`src/rtl/capture_sequencer.sv`:
```
// capture_sequencer: trigger-based run-length capture into a circular RAM
// buffer, followed by an oldest-first byte-serial readout to the UART TX.
//
// state      | meaning
// -----------+------------------------------------------------------------
// IDLE       | waiting for start
// PRE        | filling the pre-trigger history
// WAIT_TRIG  | capturing, watching for the trigger pattern
// POST       | capturing until the write pointer wraps onto start_addr
// RD_ADDR    | presenting rd_ptr to the RAM
// RD_LATCH   | loading the entry returned by the RAM into the shift word
// SEND       | waiting for tx_ready, then strobing the top byte
// SEND_WAIT  | one idle cycle after a strobe, then next byte/entry or done
//
// The RAM port and tx_send are decoded from the current state and inputs so
// that a write, a read address or a strobe lands in the same cycle as the
// decision. busy, triggered and done are registered.
module capture_sequencer #(
  parameter int DW = 16,
  parameter int CW = 16,
  parameter int AW = 14
) (
  input  logic               clk,
  input  logic               rst,
  input  logic               start,
  input  logic [DW-1:0]      probe_i,
  input  logic [DW-1:0]      trig_mask,
  input  logic [DW-1:0]      trig_value,
  input  logic [AW-1:0]      pretrig,
  output logic               mem_we,
  output logic [AW-1:0]      mem_addr,
  output logic [DW+CW-1:0]   mem_wdata,
  input  logic [DW+CW-1:0]   mem_rdata,
  output logic [7:0]         tx_data,
  output logic               tx_send,
  input  logic               tx_ready,
  output logic               busy,
  output logic               triggered,
  output logic               done
);

  localparam int EW  = DW + CW;
  localparam int NB  = EW / 8;
  localparam int BIW = (NB > 1) ? $clog2(NB) : 1;

  typedef enum logic [2:0] {
    IDLE, PRE, WAIT_TRIG, POST, RD_ADDR, RD_LATCH, SEND, SEND_WAIT
  } state_t;

  state_t          state;
  logic [AW-1:0]   pretrig_q;
  logic [DW-1:0]   run_val;
  logic [CW-1:0]   run_cnt;
  logic [AW-1:0]   wr_ptr;
  logic [AW-1:0]   n_wr;
  logic [AW-1:0]   start_addr;
  logic [AW-1:0]   rd_ptr;
  logic [AW-1:0]   n_rd;
  logic [EW-1:0]   shift_q;
  logic [BIW-1:0]  byte_idx;

  logic            capturing;
  logic            run_hit;
  logic            trig_hit;
  logic [AW-1:0]   wr_nxt;

  assign capturing = (state == PRE) || (state == WAIT_TRIG) || (state == POST);
  // A run closes when the probe changes or its counter would overflow.
  assign run_hit   = (probe_i != run_val) || (run_cnt == {CW{1'b1}});
  assign trig_hit  = ((probe_i ^ trig_value) & trig_mask) == '0;
  assign wr_nxt    = wr_ptr + AW'(1);

  assign tx_send = (state == SEND) && tx_ready;
  assign tx_data = shift_q[EW-1 -: 8];

  // RAM port: run-length writes while capturing, read address in RD_ADDR.
  always_comb begin
    mem_we    = 1'b0;
    mem_addr  = '0;
    mem_wdata = '0;
    if (capturing) begin
      mem_addr = wr_ptr;
      if (run_hit) begin
        mem_we    = 1'b1;
        mem_wdata = {run_val, run_cnt};
      end
    end else if (state == RD_ADDR) begin
      mem_addr = rd_ptr;
    end
  end

  // Sequencer: run-length compression, trigger, wrap detection and readout.
  always_ff @(posedge clk or posedge rst) begin
    if (rst) begin
      state      <= IDLE;
      pretrig_q  <= '0;
      run_val    <= '0;
      run_cnt    <= '0;
      wr_ptr     <= '0;
      n_wr       <= '0;
      start_addr <= '0;
      rd_ptr     <= '0;
      n_rd       <= '0;
      shift_q    <= '0;
      byte_idx   <= '0;
      busy       <= 1'b0;
      triggered  <= 1'b0;
      done       <= 1'b0;
    end else begin
      done <= 1'b0;

      if (capturing) begin
        if (run_hit) begin
          wr_ptr  <= wr_nxt;
          if (n_wr != {AW{1'b1}}) n_wr <= n_wr + AW'(1);
          run_val <= probe_i;
          run_cnt <= '0;
        end else begin
          run_cnt <= run_cnt + CW'(1);
        end
      end

      case (state)
        IDLE: begin
          if (start) begin
            pretrig_q <= pretrig;
            run_val   <= probe_i;
            run_cnt   <= '0;
            wr_ptr    <= '0;
            n_wr      <= '0;
            busy      <= 1'b1;
            state     <= (pretrig == '0) ? WAIT_TRIG : PRE;
          end
        end
        PRE: begin
          if (n_wr >= pretrig_q) state <= WAIT_TRIG;
        end
        WAIT_TRIG: begin
          if (trig_hit) begin
            // Oldest kept entry sits pretrig slots behind the current pointer.
            start_addr <= wr_ptr - pretrig_q;
            triggered  <= 1'b1;
            state      <= POST;
          end
        end
        POST: begin
          if (run_hit && (wr_nxt == start_addr)) begin
            rd_ptr <= start_addr;
            n_rd   <= '0;
            state  <= RD_ADDR;
          end
        end
        RD_ADDR: begin
          state <= RD_LATCH;
        end
        RD_LATCH: begin
          shift_q  <= mem_rdata;
          byte_idx <= '0;
          state    <= SEND;
        end
        SEND: begin
          if (tx_ready) begin
            shift_q <= shift_q << 8;
            state   <= SEND_WAIT;
          end
        end
        SEND_WAIT: begin
          if (byte_idx != BIW'(NB - 1)) begin
            byte_idx <= byte_idx + BIW'(1);
            state    <= SEND;
          end else begin
            rd_ptr <= rd_ptr + AW'(1);
            n_rd   <= n_rd + AW'(1);
            if (n_rd != {AW{1'b1}}) begin
              state <= RD_ADDR;
            end else begin
              done      <= 1'b1;
              triggered <= 1'b0;
              busy      <= 1'b0;
              state     <= IDLE;
            end
          end
        end
        default: state <= IDLE;
      endcase
    end
  end

endmodule

```
`config.mk`:
```
export PLATFORM = sky130hd
export DESIGN_NAME = capture_sequencer
export DESIGN_NICKNAME = d
export VERILOG_FILES = /design/src/rtl/capture_sequencer.sv
export SDC_FILE = /design/constraint.sdc
export NUM_CORES = 1
export LEC_CHECK = 0
export ABC_AREA = 1
export BUFFER_PORTS_ARGS = -buffer_cell sky130_fd_sc_hd__clkbuf_2
export CELL_PAD_IN_SITES_DETAIL_PLACEMENT = 0
export CELL_PAD_IN_SITES_GLOBAL_PLACEMENT = 1
export CORE_MARGIN = 3
export CORE_UTILIZATION = 46
export CTS_BUF_LIST = sky130_fd_sc_hd__clkbuf_8
export DETAILED_ROUTE_END_ITERATION = 10
export PLACE_DENSITY_LB_ADDON = 0.2
export SETUP_SLACK_MARGIN = 0.3
export SYNTH_ARGS = -nofsm -noshare
export SYNTH_HDL_FRONTEND = slang
export SYNTH_SLANG_ARGS = --single-unit
```
`constraint.sdc`:
```
create_clock -name clk -period 9.85 [get_ports clk]
set_input_delay 0.985 -clock clk [delete_from_list [all_inputs] [get_ports clk]]
set_output_delay 0.985 -clock clk [all_outputs]
set_load 0.02 [all_outputs]
```
==> results of run 1 <==
-- worst max-delay path, cell delays in order, from the launching register on --
cell and delay [ps]:
dfrtp_1 600, inv_1 240, nand2_1 650, inv_1 440, nand2_2 820, inv_2 240, clkbuf_2 250
-- power by group through the flow --
stage / sequential (mW) / combinational [mW] / clock (mW)
2_1_floorplan: 0.987 / 1.20 / 0
3_3_place_gp: 1.04 / 1.56 / 0
3_5_place_dp: 1.05 / 1.58 / 0
4_1_cts: 1.03 / 1.58 / 0.508
5_1_grt: 1.07 / 1.80 / 0.535
6_report: 1.04 / 1.57 / 0.493
-- kinds of logic after synthesis --
family,count (synthesis),synth area share (%)
AOI/OAI and AO/OA,229,12.68
and+or+nand+nor,664,29.08
adders and majority gates,34,4.390
buffers and inverters,222,9.377
DFF,156,39.59
xor gates and xnor gates,55,4.885
-- cell usage after synthesis, drive strengths merged (15+ instances only) --
cell      n
nor3     28
nand3   111
o21ai   122
nor2    141
xor2     51
dfrtp   156
ha       33
nand2   335
nor4     15
o22ai    23
buf      22
inv     168
a21oi    51
clkbuf   31
-- layout make-up --
class	instances	area [um2]	area share, %
clock buffers	17	234.0	2.095
clock inverters	15	173.9	1.557
inverters	169	639.4	5.724
multi-input cells	982	5055	45.26
flip-flops and latches	156	3904	34.95
well taps	270	337.8	3.025
repair buffers	162	825.8	7.393
-- per-layer routing --
layer	vias up	global-route usage, %
met4	0	6.576
met5	-	0
met3	30	3.834
li1	4691	-
met2	230	35.86
met1	4272	32.48
-- sequential cells by signal, indices dropped and copies added, names as in the netlist, 2 cells and up --
signal,cells
rd_ptr,14
n_rd,14
byte_idx,2
run_val,16
wr_ptr,14
start_addr,14
pretrig_q,14
state,3
shift_q,32
run_cnt,16
n_wr,14
-- worst max-delay path by stage --
| stage | cells past startpoint | from | end | slack, ps |
|---|---|---|---|---|
| floorplan | 1 | rst | busy | 4660 |
| global placement | 9 | probe_i[0] | run_cnt[4] | 5630 |
| detailed placement | 6 | state[2] | run_cnt[4] | 5440 |
| CTS | 6 | state[2] | mem_we | 5100 |
| global route | 6 | state[2] | mem_we | 4800 |
| finish | 6 | state[2] | mem_we | 5120 |
==> flow_metrics.tcl, run 1 <==
set metrics [dict create \
    crit_type "flip-flop to output port" \
    finClkSkew_ps 17.50 \
    nFillCells 2060 \
    vdd_drop_max_uv 135.9 \
    comb_power_share_pct 50.7 \
    clock_latency_ps 470 \
    final_common_cell "nand2_1" \
    fmax_mhz 211.5 \
    die_w_um 152.4 \
    dr_wl_met3_um 1230 \
    clockPowerShare_pct 15.9 \
    switching_share_pct 49.90 \
    ctsHoldBuffers 0 \
    crit_fanout 46 \
    synthToLayoutAreaGrowth_pct 13.27 \
    syn_area_per_cell_um2 7.251 \
    clk_pin_slew_worst_paths_ps 100 \
    timing.final.crit_share_pct 47.99 \
    hold_path.class "flip-flop to flip-flop" \
    min_path_cells 2 \
    ant_nets 0 \
    highest_layer "met4" \
    antenna_cells 0 \
    grt.overflow.total 0 \
    hold_violations 0 \
    grt_pass1_vias 8706 \
    hold_start "start_addr[12]" \
    post-cts-setup-buffers 0 \
    drt_iter0_drc 713 \
    final_cell_mix "nand2_1 (328), inv_1 (164), dfrtp_1 (156), clkbuf_2 (156), nor2_1 (136)" \
    htree_levels 4 \
    reg2reg_slack_ps 5490 \
    start_util_pct 47.81 \
    holdPathEnd "start_addr[12]" \
    synthesis.area_mm2 0.009861 \
    cts-root-buf "clkbuf_8" \
    yosysTopAreaCellShare_pct 39.59 \
    dieArea_mm2 0.02323 \
    yosys-top-cells-area "dfrtp_1 (40%), nand2_1 (13%), inv_1 (6.3%)" \
    via_count 9223 \
    startpoint_type "flip-flop" \
    cp.arrival_ps 3740 \
    cap_violations 0 \
    dp.cells 1739 \
    share_seq_of_total_power_pct 33.4 \
    dpl.hpwl_um 19320 \
    ios 157 \
    ys_seq_area_share_pct 39.59 \
    clock_path_buffers 2 \
    rsz0062_at_grt "no" \
    post-route-drc-count 0 \
    core_area_mm2 0.02062 \
    cp.required_ps 8870 \
    place_area_mm2 0.01076 \
    intPower_mw 1.555 \
    worst_pin_slew_ps 1156 \
    antenna_found_initial 0 \
    die_y_um 152.4 \
    worstRegToRegCells 6 \
    setup_tns_ps 0 \
    cts_resized 0 \
    cts_tree "done" \
    p_sw_mw 1.549 \
    stdcell_count 1771 \
    io_buffer_count 156 \
    met1_length_um 12670 \
    synthFlopType "dfrtp_1" \
    grt_max_degree 106 \
    synth_edf_count 0 \
    timing.final.ws_setup_ps 5123 \
    pre_cts_slack_ps 5441 \
    firstDrtPassIters 6 \
    async_flop_share_pct 100.0 \
    p_leak_nw 5.497 \
    gp_congestion 0.8985 \
    synth_nets 1492 \
    ys_ff_latch 156 \
    wl_met2_um 11940 \
    setup_viol 0 \
    yosys.area.top_type "dfrtp_1" \
    wire_per_inst_um 14.84 \
    avgViaCountPerCell 5.208 \
    layout.core_utilization_pct 54.16 \
    drv_slew 0 \
    cts.sinks 156 \
    report.power.total_mw 3.104 \
    nets 1620 \
    crit_path_end_kind "output port" \
    wirelength_um 26280 \
    maxSlewHeadroom_pct 22.63 \
    power_density_mw_per_mm2 277.9 \
    postSynthCellCount 1360 \
    whs_ps 498.5 \
    synth.distinct_cells 47 \
    rr_startpoint "state[2]" \
    min_period_ps 4727 \
    run_status "complete, no violations" \
    grt_pass1_wl_um 43930 \
    rr_endpoint "run_cnt[4]" \
    stdcell_area_mm2 0.01117 \
    grt_use_total_pct 22.74 \
    yosysWarnings 0 \
    drive_gt1_share_pct 14.99 \
    fp-row-count 52 \
    cts_made_buffers 17 \
]
No activity file was read; power rests on OpenSTA's default activity.
==> run 2: changes to the inputs <==
Settings changed: CORE_UTILIZATION 46 to 43.
Clock period 9.85 ns to 4.71 ns, I/O delays scaled along.
==> flow_metrics.tcl, run 2 (synthesis results as in run 1) <==
set metrics [dict create \
    fmax_mhz 289.2 \
    clock_path_buffers 2 \
    p_leak_nw 5.523 \
    switching_share_pct 49.61 \
    run_status "complete, no violations" \
    cts.sinks 156 \
    timing.final.crit_share_pct 73.42 \
    setup_viol 0 \
    rr_startpoint "wr_ptr[0]" \
    cp.required_ps 4240 \
    grt.overflow.total 0 \
    cts_resized 0 \
    final_common_cell "nand2_1" \
    ant_nets 0 \
    largest_register "shift_q" \
    synthToLayoutAreaGrowth_pct 13.79 \
    clockPowerShare_pct 16.2 \
    slowest_delay_ps 590 \
    stdcell_count 1784 \
    cts_made_buffers 17 \
    drt_iter0_drc 553 \
    place_area_mm2 0.01081 \
    cp_slowest_cell "dfrtp_1" \
    post-route-drc-count 0 \
    crit_fanout 45 \
    rr_endpoint "n_rd[9]" \
    final_cell_mix "nand2_1 (328), inv_1 (164), dfrtp_1 (156), clkbuf_2 (156), nor2_1 (136)" \
    dieArea_mm2 0.02478 \
    gp_congestion 0.8957 \
    clk_pin_slew_worst_paths_ps 120 \
    grt_pass1_wl_um 43780 \
    grt_use_total_pct 21.99 \
    clock_latency_ps 480 \
    cap_violations 0 \
    drive_gt1_share_pct 15.16 \
    hold_path.class "primary input to async pin" \
    reg_top3 "shift_q: 32 flops, run_cnt: 16 flops, run_val: 16 flops" \
    power_density_mw_per_mm2 581.0 \
    ios 157 \
    share_seq_of_total_power_pct 33.4 \
    firstDrtPassIters 7 \
    htree_levels 4 \
    die_y_um 157.4 \
    dp.cells 1752 \
    antenna_cells 0 \
    stdcell_area_mm2 0.01122 \
    comb_power_share_pct 50.4 \
    worst_pin_slew_ps 981.3 \
    die_w_um 157.4 \
    wire_per_inst_um 15.02 \
    p_sw_mw 3.234 \
    crit_chain "inv_1 > nand2_1 > buf_4 > inv_1 > nand2_2 > buf_4 > inv_2 > clkbuf_2" \
    startpoint_type "flip-flop" \
    via_count 9175 \
    rsz0062_at_grt "no" \
    cts-root-buf "clkbuf_8" \
    io_buffer_count 156 \
    crit_type "flip-flop to output port" \
    reg2reg_slack_ps 1770 \
    dpl.hpwl_um 19870 \
    ctsHoldBuffers 0 \
    setup_tns_ps 0 \
    antenna_found_initial 0 \
    largest_reg_flops 32 \
    post-cts-setup-buffers 0 \
    layout.core_utilization_pct 50.63 \
    whs_ps 83.56 \
    wirelength_um 26790 \
    nets 1623 \
    maxSlewHeadroom_pct 34.35 \
    avgViaCountPerCell 5.143 \
    min_period_ps 3458 \
    cts_tree "done" \
    vdd_drop_max_uv 331.5 \
    fp-row-count 54 \
    grt_max_degree 84 \
    grt_pass1_vias 8710 \
    worstRegToRegCells 13 \
    core_area_mm2 0.02216 \
    drv_slew 0 \
    crit_path_end_kind "output port" \
    finClkSkew_ps 28.04 \
    start_util_pct 44.50 \
    intPower_mw 3.285 \
    hold_violations 0 \
    cp.arrival_ps 2990 \
]
==> run 2: worst max-delay path: cells and delay by family (launching register included) <==
kind,cells,cell delay [ps]
buf+inv,6,1650
flops,1,590
simple gates,2,270
==> run 2: cell type report <==
cell class / count / area, um2
clock buffers: 18 / 247.7
clock inverters: 14 / 165.2
fillers: 2310 / 10940
inverters: 169 / 638.1
multi-input cells: 982 / 5055
flip-flops and latches: 156 / 3904
well taps: 280 / 350.3
repair buffers: 165 / 860.8
==> run 2: stage by stage <==
step	setup slack, ps	total power [mW]
floorplan	2266	4.582
global placement	1705	5.446
detailed placement	1651	5.491
CTS	1188	6.565
global route	929.1	7.138
finish	1252	6.519
==> run 2: how the worst max path moves through the flow <==
stage                            from             to  slack [ps]
after floorplan                   rst           busy        2270
after global placement    probe_i[15]  start_addr[5]        1710
after detailed placement  probe_i[15]  start_addr[4]        1650
after CTS                    state[2]         mem_we        1190
after global routing         state[2]         mem_we         930
final                        state[2]         mem_we        1250
==> run 2: power groups by stage <==
stage                     clock (mW)  sequential [mW]  combinational (mW)
after global placement             0             2.19                3.25
after CTS                       1.08             2.17                3.31
after global routing            1.14             2.23                3.77
after detailed placement           0             2.20                3.29
final                           1.05             2.18                3.29
after floorplan                    0             2.06                2.52
==> run 2: layer usage <==
metal,part of all wire [%],GRT usage (%)
met4,1.2,4.752
met5,0,0
met1,49,31.25
met2,45,35.36
met3,5.1,3.959
